## src/rtl/rv32i_types.sv

```systemverilog
// Shared types and constants for the instruction fetch path.
package rv32i_types;

    // Fetch FSM: IDLE = buffer full, REQ = fetching at pc, KILL = waiting out a stale read.
    typedef enum logic [1:0] {
        IDLE = 2'd0,
        REQ  = 2'd1,
        KILL = 2'd2
    } fetch_state_t;

    // One buffered instruction together with the address it was fetched from.
    typedef struct packed {
        logic [31:0] pc;
        logic [31:0] inst;
    } fetch_entry_t;

    // Canonical RV32I NOP (addi x0, x0, 0), presented whenever the head is empty.
    localparam logic [31:0] NOP = 32'h00000013;

    // Instruction addresses are always word aligned.
    function automatic logic [31:0] align_word(input logic [31:0] addr);
        return {addr[31:2], 2'b00};
    endfunction

endpackage

```

## src/rtl/fetch_buffer.sv

```systemverilog
// Two-entry instruction FIFO between the fetch FSM and decode.
module fetch_buffer
    import rv32i_types::*;
#(
    parameter int DEPTH = 2
) (
    input  logic        clk,
    input  logic        rst,
    input  logic        push,
    input  logic [31:0] push_pc,
    input  logic [31:0] push_inst,
    input  logic        pop,
    input  logic        flush,
    output logic [1:0]  count,
    output logic        head_valid,
    output logic [31:0] head_pc,
    output logic [31:0] head_inst
);

    localparam logic [1:0] CAPACITY = 2'(DEPTH);

    fetch_entry_t mem [2];
    logic         wr_ptr_reg;
    logic         rd_ptr_reg;
    logic [1:0]   count_reg;
    logic         full;
    logic         push_ok;
    logic         pop_ok;

    assign full       = (count_reg == CAPACITY);
    assign head_valid = (count_reg != 2'd0);
    assign push_ok    = push && !full;
    assign pop_ok     = pop && head_valid;
    assign count      = count_reg;
    assign head_pc    = mem[rd_ptr_reg].pc;
    assign head_inst  = mem[rd_ptr_reg].inst;

    // Pointer and occupancy bookkeeping; flush discards everything at once.
    always_ff @(posedge clk or negedge rst) begin
        if (!rst) begin
            wr_ptr_reg <= 1'b0;
            rd_ptr_reg <= 1'b0;
            count_reg  <= 2'd0;
        end else if (flush) begin
            wr_ptr_reg <= 1'b0;
            rd_ptr_reg <= 1'b0;
            count_reg  <= 2'd0;
        end else begin
            if (push_ok) wr_ptr_reg <= ~wr_ptr_reg;
            if (pop_ok)  rd_ptr_reg <= ~rd_ptr_reg;
            count_reg <= count_reg + {1'b0, push_ok} - {1'b0, pop_ok};
        end
    end

    // Entry storage needs no reset: occupancy alone decides what is valid.
    always_ff @(posedge clk) begin
        if (push_ok && !flush) begin
            mem[wr_ptr_reg] <= '{pc: push_pc, inst: push_inst};
        end
    end

endmodule

```

## src/rtl/fetch_unit.sv

```systemverilog
// Instruction fetch: keeps a 2-deep buffer filled from instruction memory,
// handles decode stalls and branch redirects (including reads already in flight).
module fetch_unit
    import rv32i_types::*;
#(
    parameter logic [31:0] RESET_PC = 32'h00000060,
    parameter int          DEPTH    = 2
) (
    input  logic        clk,
    input  logic        rst,
    input  logic        stall,
    input  logic        redirect,
    input  logic [31:0] redirect_pc,
    output logic        i_read,
    output logic [31:0] i_address,
    input  logic        i_resp,
    input  logic [31:0] i_rdata,
    output logic        inst_valid,
    output logic [31:0] instruction,
    output logic [31:0] pc_out
);

    fetch_state_t state_reg, state_next;
    logic [31:0]  pc_reg, pc_next;
    logic [31:0]  kill_addr_reg, kill_addr_next;

    logic [1:0]   count;
    logic [1:0]   count_after;
    logic         head_valid;
    logic [31:0]  head_pc;
    logic [31:0]  head_inst;
    logic         push;
    logic         pop;

    // Redirect wins over both push and pop.
    assign pop         = head_valid && !stall;
    assign push        = (state_reg == REQ) && i_resp && !redirect;
    assign count_after = count + {1'b0, push} - {1'b0, pop};

    fetch_buffer #(
        .DEPTH (DEPTH)
    ) u_buffer (
        .clk        (clk),
        .rst        (rst),
        .push       (push),
        .push_pc    (pc_reg),
        .push_inst  (i_rdata),
        .pop        (pop),
        .flush      (redirect),
        .count      (count),
        .head_valid (head_valid),
        .head_pc    (head_pc),
        .head_inst  (head_inst)
    );

    // Next-state, next-pc and stale-address selection.
    always_comb begin
        state_next     = state_reg;
        pc_next        = pc_reg;
        kill_addr_next = kill_addr_reg;
        if (redirect) begin
            pc_next = align_word(redirect_pc);
            unique case (state_reg)
                IDLE: state_next = REQ;
                REQ: begin
                    if (!i_resp) begin
                        // Read still outstanding: keep presenting it until memory answers.
                        state_next     = KILL;
                        kill_addr_next = pc_reg;
                    end
                end
                // The stale read may complete in this same cycle; only then leave KILL.
                KILL: if (i_resp) state_next = REQ;
                default: state_next = REQ;
            endcase
        end else begin
            unique case (state_reg)
                IDLE: if (pop) state_next = REQ;
                REQ: begin
                    if (i_resp) begin
                        pc_next    = pc_reg + 32'd4;
                        state_next = (count_after == 2'd2) ? IDLE : REQ;
                    end
                end
                KILL: if (i_resp) state_next = REQ;
                default: state_next = REQ;
            endcase
        end
    end

    // FSM and address registers; reset leaves a fetch of RESET_PC pending.
    always_ff @(posedge clk or negedge rst) begin
        if (!rst) begin
            state_reg     <= REQ;
            pc_reg        <= align_word(RESET_PC);
            kill_addr_reg <= align_word(RESET_PC);
        end else begin
            state_reg     <= state_next;
            pc_reg        <= pc_next;
            kill_addr_reg <= kill_addr_next;
        end
    end

    // The read request is masked directly by reset so it drops immediately.
    assign i_read      = rst && (state_reg != IDLE);
    assign i_address   = (state_reg == KILL) ? kill_addr_reg : pc_reg;
    assign inst_valid  = head_valid;
    assign instruction = head_valid ? head_inst : NOP;
    assign pc_out      = head_valid ? head_pc : 32'd0;

endmodule

```

## config.mk

```make
export PLATFORM = sky130hd
export DESIGN_NAME = fetch_unit
export DESIGN_NICKNAME = d
export VERILOG_FILES = /design/src/rtl/rv32i_types.sv /design/src/rtl/fetch_buffer.sv /design/src/rtl/fetch_unit.sv
export SDC_FILE = /design/constraint.sdc
export NUM_CORES = 1
export LEC_CHECK = 0
export BUFFER_PORTS_ARGS = -buffer_cell sky130_fd_sc_hd__buf_4
export CORE_MARGIN = 3
export CORE_UTILIZATION = 59
export DETAILED_ROUTE_END_ITERATION = 7
export GPL_TIMING_DRIVEN = 0
export PLACE_DENSITY_LB_ADDON = 0.2
export SLEW_MARGIN = 20
export SYNTH_ARGS = -nofsm -noshare
export SYNTH_HDL_FRONTEND = slang
export SYNTH_SLANG_ARGS = --single-unit
```

## constraint.sdc

```tcl
create_clock -name clk -period 8.15 [get_ports clk]
set_input_delay 1.63 -clock clk [delete_from_list [all_inputs] [get_ports clk]]
set_output_delay 1.63 -clock clk [all_outputs]
set_load 0.005 [all_outputs]
```

## After elaboration in Yosys (flattened, before gate mapping)

Memory sizes are Yosys's and may differ from the RTL's.
Index checks and enable logic that the tools add are counted.

| storage, ports and cells | value |
|---|---|
| input port bits | 69 |
| output and inout bits | 98 |
| bits in latches | 0 |
| memories | 1 |
| ROM bits | 0 |
| register bits | 70 |
| memory bits (writable) | 128 |

| cells by class | value |
|---|---|
| $add $sub $neg | 5 |
| shift-type cells | 0 |
| multipliers | 0 |
| bitwise operators | 3 |
| div/mod/pow operators | 0 |
| mux-type cells | 21 |
| reductions and logical operators | 20 |
| eq/ne operators | 7 |
| order comparisons | 0 |

Memories:

| name | words | width | read ports | clocked after memory_dff | write ports | RTL line | source |
|---|---|---|---|---|---|---|---|
| u_buffer.mem | 2 | 64 | 1 | 0 | 1 | fetch_buffer.sv:22 | `fetch_entry_t mem [2];` |

Operators by type and width:

| cell | number |
|---|---|
| 2-to-1 mux 32 bit | 6 |
| adder 32 x 3 -> 32 bit (second input constant) | 1 |
| 2-to-1 mux 2 bit | 6 |
| nonzero test 2 bit | 6 |
| != test 3 bit (second input constant) | 3 |
| logical AND 1 bit | 7 |
| 2-to-1 mux 1 bit | 7 |
| == test 2 bit (second input constant) | 3 |
| one-hot mux 2 bit (3 select lines) | 1 |
| AND reduction 3 bit | 2 |
| adder 2 x 1 -> 2 bit | 2 |
| one-hot mux 2 bit (2 select lines) | 1 |
| subtractor 2 x 1 -> 2 bit | 2 |
| zero test 1 bit | 3 |
| inverter 1 bit | 3 |
| == test 2 x 1 -> 1 bit (second input constant) | 1 |
| zero test 2 bit | 1 |
| AND reduction 2 bit | 1 |

## Logic depth before layout (Yosys ltp)

Gate-level depths: netlist of run 1.

| depth | value |
|---|---|
| depth in word-level cells | 10 |
| mapped depth | 10 |
| depth with buffers taken out | 9 |

## Cells and area by module

Synthesis of run 1 repeated with hierarchy kept, for this count alone.

| unflattened totals | value |
|---|---|
| cells, all modules | 635 |
| area, all modules | 8967.4 sq um |

By module, submodules not included:

| module | sequential area each (sq um) | area an instance (sq um) | cells each | times used |
|---|---|---|---|---|
| fetch_buffer | 3943.8 | 5061.1 | 221 | 1 |
| fetch_unit | 1557.7 | 3906.2 | 414 | 1 |

## Worst setup path after synthesis of run 1

Ideal clock, no wire load.

| timing path | value |
|---|---|
| kind | in2reg |
| start | input port i_resp |
| end | memory u_buffer.mem[0][0] (netlist name) (enable) |
| data arrival time | 5011 ps |
| path buffers | 1 |
| path slack | 2649 ps |
| stages | 4 |
| cells stage by stage | buf_2 and2_1 a21boi_1 nor2b_1 |

| between the ends | value |
|---|---|
| word-level cells in the longest chain between the ends | 6 |

RTL lines:

| item | RTL line | source |
|---|---|---|
| start, declared | fetch_unit.sv:16 | `input logic i_resp,` |
| logical AND 1 bit (2 in series) | fetch_unit.sv:37 | `assign push = (state_reg == REQ) && i_resp && !redirect;` |
| logical AND 1 bit | fetch_buffer.sv:32 | `assign push_ok = push && !full;` |
| logical AND 1 bit | fetch_buffer.sv:57 | `if (push_ok && !flush) begin` |
| 2-to-1 mux 1 bit | fetch_buffer.sv:57 |  |
| 2-to-1 mux 1 bit (implied by the code) | fetch_buffer.sv:58 | `mem[wr_ptr_reg] <= '{pc: push_pc, inst: push_inst};` |
| end, declared | fetch_buffer.sv:22 |  |

No other way between the ends.

## Final worst setup path of run 1

| timing path | value |
|---|---|
| start | input port rst |
| end | output port i_read |

| between the ends | value |
|---|---|
| word-level cells in the longest chain between the ends | 1 |

RTL lines:

| item | RTL line | source |
|---|---|---|
| start, declared | fetch_unit.sv:10 | `input logic rst,` |
| logical AND 1 bit | fetch_unit.sv:105 | `assign i_read = rst && (state_reg != IDLE);` |
| end, declared | fetch_unit.sv:14 | `output logic i_read,` |

No other way between the ends.

==> metrics.txt, run 1 <==
Slew @ Worst Pin 0.840 ns; Mean Syn Cell Area 13.5 um2; met2 usage 37.6%; Multi-input gate area 2760 um2; synth warn 0; Post-Syn Area 8350 um2; gr usage total 23.4%; fill count 882; CP required 6.52 ns; max-cap viol count 0; static leakage 4.05 nW; Tcrit/Tclk final 52.1%; vias in the first global route 5691; number of synthesized flops with an enable pin 124; fmax 235 MHz; CTS Buf Count 17; clk_lat worst skew 0.42 ns; flops & latches, synth 190; largest family of logic cells by synthesized area multiplexers; Worst Setup Start Kind primary input; CP Data Arrival Time 2.62 ns; Die X 125 um; Slew Viols, Final 0; RSZ-0062 raised after global routing no; global-route wire length before repair 28900 um; Distinct cells, synth 44; crit path max fanout 67; max reg flops 124; min-delay worst type reg2reg; fraction of the mapped netlist area in adder cells 1.05%; Clock Pin Slew Worst Setup and Hold Paths 0.06 ns; DR WL/cell 18.3 um; post-synthesis sequential area ratio 64.5%; crit path setup slack, layout 3.90 ns; Core ar. 13600 um2; Final Hold Fails 0; Synth Area in Compound Gates 4.41%; 1st-pass router iterations 5; Final min period 4.25 ns; Pwr Total 2.89 mW; initial antenna violation count 0; Synth Instances 620; CTS Hold Bufs 0; ys async rst share 34.7%; # diodes 0; postcts setup bufs 0; CTS Root Cell clkbuf_16; largest net degree at the start of global routing 68; Setup Skew 0.00655 ns; Vert. Die Dim 125 um; relative slew slack 44.0%; Vias/cell 5.71; total negative slack 0 ns; CP Capture Type output port; Synth Area in XOR/XNOR 1.74%; grt ovf 0; status finished clean; io pins 167; simple-gate area share of the yosys netlist 10.6%; wirelength, routed 18200 um; worst setup path class in2out; P per Cell Area 277 nW/um2; clk sinks 190; register area 5380 um2; GR peak layer met2; CTS tree done; pre-CTS setup slack 3.86 ns; RePlAce Congestion 0.843; antenna-violating nets left 0; Layout area overhead 24.7%; Site Rows 42; DIE AREA 15600 um2; post-cts resize count 0; DRC viols 0; Via Count 5677; ys flop type edfxtp_1; CTS HTree Levels 4; multiplexer share of the synthesized area 15.0%; GR Util met1 31.6%; setup violators final 0; number of port buffers 160; Max clock buf depth 2; VDD IR max 0.153 mV; drt initial violations 487; fraction of layout cells with a size suffix above 1 29.5%; dpl hpwl 12900 um; GR Util met3 4.65%; starting density of the core 61.6%; Nets 881
## cells in the mapped netlist (2+ instances only)
cell type | number | area share, %
edfxtp_1 | 124 | 45
nor2_1 | 77 | 3.5
mux2i_1 | 64 | 7.7
dfrtp_1 | 61 | 18
nand2_1 | 38 | 1.7
mux2_1 | 27 | 3.6
mux2_2 | 27 | 3.6
clkbuf_1 | 26 | 1.2
o21ai_0 | 16 | 0.96
or4_1 | 16 | 1.4
a31oi_1 | 14 | 1.0
nand3_1 | 13 | 0.78
o31ai_1 | 12 | 1.1
inv_1 | 10 | 0.45
nand4_1 | 10 | 0.75
xor2_1 | 9 | 0.94
buf_4 | 7 | 0.63
ha_1 | 7 | 1.0
o21ai_1 | 6 | 0.36
and3_1 | 5 | 0.37
buf_2 | 5 | 0.30
dfstp_2 | 5 | 1.6
xnor2_1 | 5 | 0.52
and2_1 | 4 | 0.30
nor2b_1 | 4 | 0.30
o211ai_1 | 4 | 0.36
or3_1 | 3 | 0.22
and4_1 | 2 | 0.21
buf_1 | 2 | 0.090
nand4_2 | 2 | 0.30
nor4_1 | 2 | 0.15
## final timing paths
check	from	to	slack [ns]	depth (start not counted)
max	rst	i_read	3.90	3
min	kill_addr_reg[23]	kill_addr_reg[23]	0.49	2
max reg2reg	state_reg[0]	u_buffer.mem[0][40]	5.10	8
min reg2reg	kill_addr_reg[23]	kill_addr_reg[23]	0.49	2
max in group asynchronous	rst	kill_addr_reg[11]	6.29	1
min in group asynchronous	rst	pc_reg[3]	1.31	1
## stage by stage
| step | util, % | instance area, um2 | cells | hold WS [ns] |
|---|---|---|---|---|
| after floorplan | - | 8360 | 623 | 0.450 |
| after global placement | 72.1 | 9780 | 959 | 0.463 |
| after detailed placement | 72.8 | 9870 | 962 | 0.472 |
| after CTS | 76.8 | 10400 | 994 | 0.487 |
| after global routing | 76.8 | 10400 | 994 | 0.501 |
| final | 76.8 | 10400 | 994 | 0.486 |
## worst max-delay path, stage by stage
cell and delay, ns:
buf_4 0.63, nor2b_1 0.22, buf_4 0.12
## final cells by class
class | instances | share of cell area (%)
buffer | 41 | 1.86
clock buffer | 19 | 4.16
clock inverter | 13 | 0.962
inverter | 10 | 0.361
multi-input combinational | 382 | 26.5
sequential | 190 | 51.7
tap | 176 | 2.12
timing repair buffer | 163 | 12.3
## routing by layer
| layer | wire (um) | up-vias |
|---|---|---|
| met5 | 0 | - |
| met3 | 1110 | 46 |
| li1 | - | 2648 |
| met4 | 490 | 0 |
| met1 | 7560 | 2727 |
| met2 | 9000 | 256 |
## power breakdown
part	internal (mW)	switching [mW]
Clock	0.415	0.331
Combinational	0.421	0.413
Sequential	1.21	0.0973
Total	2.04	0.842
## cells in the final DEF, fill, tap and decap left out, types with 2 or more instances in the layout
cell type and count:
inv_1 10, and3_1 5, and4_1 2, nor2_1 77
clkinv_2 2, nor2b_1 3, buf_1 2, clkinvlp_4 3
o21ai_1 6, nand4_2 2, o21ai_0 16, and2_1 3
nand2_1 38, mux2_2 27, buf_2 5, dfrtp_1 61
o211ai_1 4, nand3_1 13, or4_1 16, conb_1 4
xor2_1 9, ha_1 7, xnor2_1 5, clkbuf_1 28
clkinv_4 2, buf_16 3, or3_1 3, clkinv_1 4
dfstp_2 5, nand4_1 10, o31ai_1 12, clkbuf_16 17
buf_4 167, a31oi_1 14, nor4_1 2, mux2_1 27
edfxtp_1 124, mux2i_1 64
## logic make-up (layout without fill, tap and decap cells)
group	count (synthesis)	count (layout)
and+or+nand+nor	180	180
xor gates and xnor gates	15	15
AOI/OAI and AO/OA	58	58
other	1	4
adders and majority gates	7	7
buffers and inverters	51	246
muxes	118	118
DFF	190	190
(Power assumes the default switching activity.)
==> run 2: changes to the inputs <==
--- a/config.mk
+++ b/config.mk
@@ -7,7 +7,7 @@
 export LEC_CHECK = 0
 export BUFFER_PORTS_ARGS = -buffer_cell sky130_fd_sc_hd__buf_4
 export CORE_MARGIN = 3
-export CORE_UTILIZATION = 59
+export CORE_UTILIZATION = 50
 export DETAILED_ROUTE_END_ITERATION = 7
 export GPL_TIMING_DRIVEN = 0
 export PLACE_DENSITY_LB_ADDON = 0.2
==> constraint.sdc (replaced) <==
create_clock -name clk -period 3.9 [get_ports clk]
set_input_delay 0.78 -clock clk [delete_from_list [all_inputs] [get_ports clk]]
set_output_delay 0.78 -clock clk [all_outputs]
set_load 0.005 [all_outputs]
==> metrics.txt, run 2 (same netlist as run 1, synthesis figures left out) <==
dpl hpwl 13000 um (was 12900 um); CTS HTree Levels 4 (unchanged); Worst Setup Start Kind flip-flop (was primary input); CTS Hold Bufs 0 (unchanged); CP Buf/Inv Count 4 (was 2); gr usage total 19.9% (was 23.4%); P per Cell Area 576 nW/um2 (was 277 nW/um2); Layout area overhead 25.0% (was 24.7%); Die X 135 um (was 125 um); antenna-violating nets left 0 (unchanged); relative slew slack 42.7% (was 44.0%); cell area after placement 9900 um2 (was 9870 um2); vias in the first global route 5586 (was 5691); CP Data Arrival Time 2.47 ns (was 2.62 ns); commonest non-fill, non-tap cells in the layout 167 x buf_4, 124 x edfxtp_1, 77 x nor2_1 (unchanged); clk sinks 190 (unchanged); static leakage 4.04 nW (was 4.05 nW); DRC viols 0 (unchanged); hold slack 0.456 ns (was 0.486 ns); crit-path most repeated cell clkbuf_1 (was buf_4); CP peak stage delay 0.55 ns (was 0.63 ns); worst setup path class reg2out (was in2out); Final min period 3.25 ns; min-delay worst type in2async (was reg2reg); crit-path cells inv_1 > ha_1 > clkbuf_1 > clkbuf_1 > mux2_2 > buf_4 (was buf_4 > nor2b_1 > buf_4); # diodes 0 (unchanged); fmax 308 MHz; CP max-delay cell clkbuf_1 (was buf_4); CTS Root Cell clkbuf_16 (unchanged); fraction of layout cells with a size suffix above 1 29.6% (was 29.5%); Via Count 5483 (was 5677); CP Capture Type output port (unchanged); Vert. Die Dim 135 um (was 125 um); setup violators final 0 (unchanged); max reg flops 124 (unchanged); crit path max fanout 10 (was 67); Tcrit/Tclk final 83.3%; global-route wire length before repair 28200 um (was 28900 um); status finished clean (unchanged); Slew @ Worst Pin 0.859 ns (was 0.840 ns); commonest non-fill, non-tap cell in the layout buf_4 (unchanged); 1st-pass router iterations 5 (unchanged); VDD IR max 0.356 mV (was 0.153 mV); pre-CTS setup slack 1.08 ns (was 3.86 ns); crit path setup slack, layout 0.650 ns (was 3.90 ns); CP required 3.12 ns (was 6.52 ns); postcts setup bufs 0 (unchanged); grt ovf 0 (unchanged); wirelength, routed 18200 um (about the same); post-cts resize count 0 (unchanged); CTS tree done (unchanged); Slew Viols, Final 0 (unchanged); Final Hold Fails 0 (unchanged); largest net degree at the start of global routing 68 (unchanged); max-cap viol count 0 (unchanged); RePlAce Congestion 0.836 (was 0.843); Finished Core Util 64.7% (was 76.8%); Max clock buf depth 2 (unchanged); Core ar. 16100 um2 (was 13600 um2); number of port buffers 160 (unchanged); DIE AREA 18300 um2 (was 15600 um2); clk_lat worst skew 0.43 ns (was 0.42 ns); CTS Buf Count 17 (unchanged); starting density of the core 51.8% (was 61.6%); RSZ-0062 raised after global routing no (unchanged); Site Rows 46 (was 42); Setup Skew 0.0102 ns (was 0.00655 ns); total negative slack 0 ns (unchanged); io pins 167 (unchanged); DR WL/cell 17.6 um (was 18.3 um); Final Instance Area 10400 um2 (about the same); CP top delay family buffers and inverters (unchanged); Vias/cell 5.30 (was 5.71); drt initial violations 300 (was 487); Nets 881 (unchanged); Clock Pin Slew Worst Setup and Hold Paths 0.07 ns (was 0.06 ns); initial antenna violation count 0 (unchanged)
-- run 2: metrics by stage --
step | cells | power, mW
floorplan | 623 | 3.68
global placement | 999 | 4.41
detailed placement | 1002 | 4.51
CTS | 1034 | 6.07
global route | 1034 | 6.32
finish | 1034 | 6.01
-- run 2: cell type report --
cell class	count	area, um2
buffer	41	194
clock buffer	23	468
clock inverter	9	63.8
fill	1221	5680
inverter	10	37.5
multi-input combinational	382	2760
sequential	190	5380
tap	216	270
timing repair buffer	163	1260
-- run 2: power by group --
group | internal [mW] | leakage, nW | switching [mW]
Combinational | 0.872 | 1.89 | 0.854
Clock | 0.849 | 0.243 | 0.719
Sequential | 2.52 | 1.90 | 0.194
Total | 4.25 | 4.04 | 1.77
-- run 2: metal layers --
metal / track usage (%) / part of all wire [%] / up-vias
li1: - / - / 2651
met4: 5.77 / 0.85 / 0
met5: 0 / 0 / -
met2: 32.5 / 49 / 153
met3: 4.79 / 5.8 / 9
met1: 26.7 / 44 / 2670
-- run 2: worst paths after layout --
check / startpoint / end / slack [ns] / depth (start not counted)
max in group asynchronous: rst / pc_reg[22] / 2.88 / 1
hold / removal: rst / kill_addr_reg[8] / 0.46 / 1
hold reg to reg: kill_addr_reg[23] / kill_addr_reg[23] / 0.48 / 2
setup / recovery: state_reg[0] / i_address[12] / 0.65 / 6
setup reg to reg: state_reg[0] / u_buffer.mem[1][27] / 1.32 / 7
min in group clk: kill_addr_reg[23] / kill_addr_reg[23] / 0.48 / 2
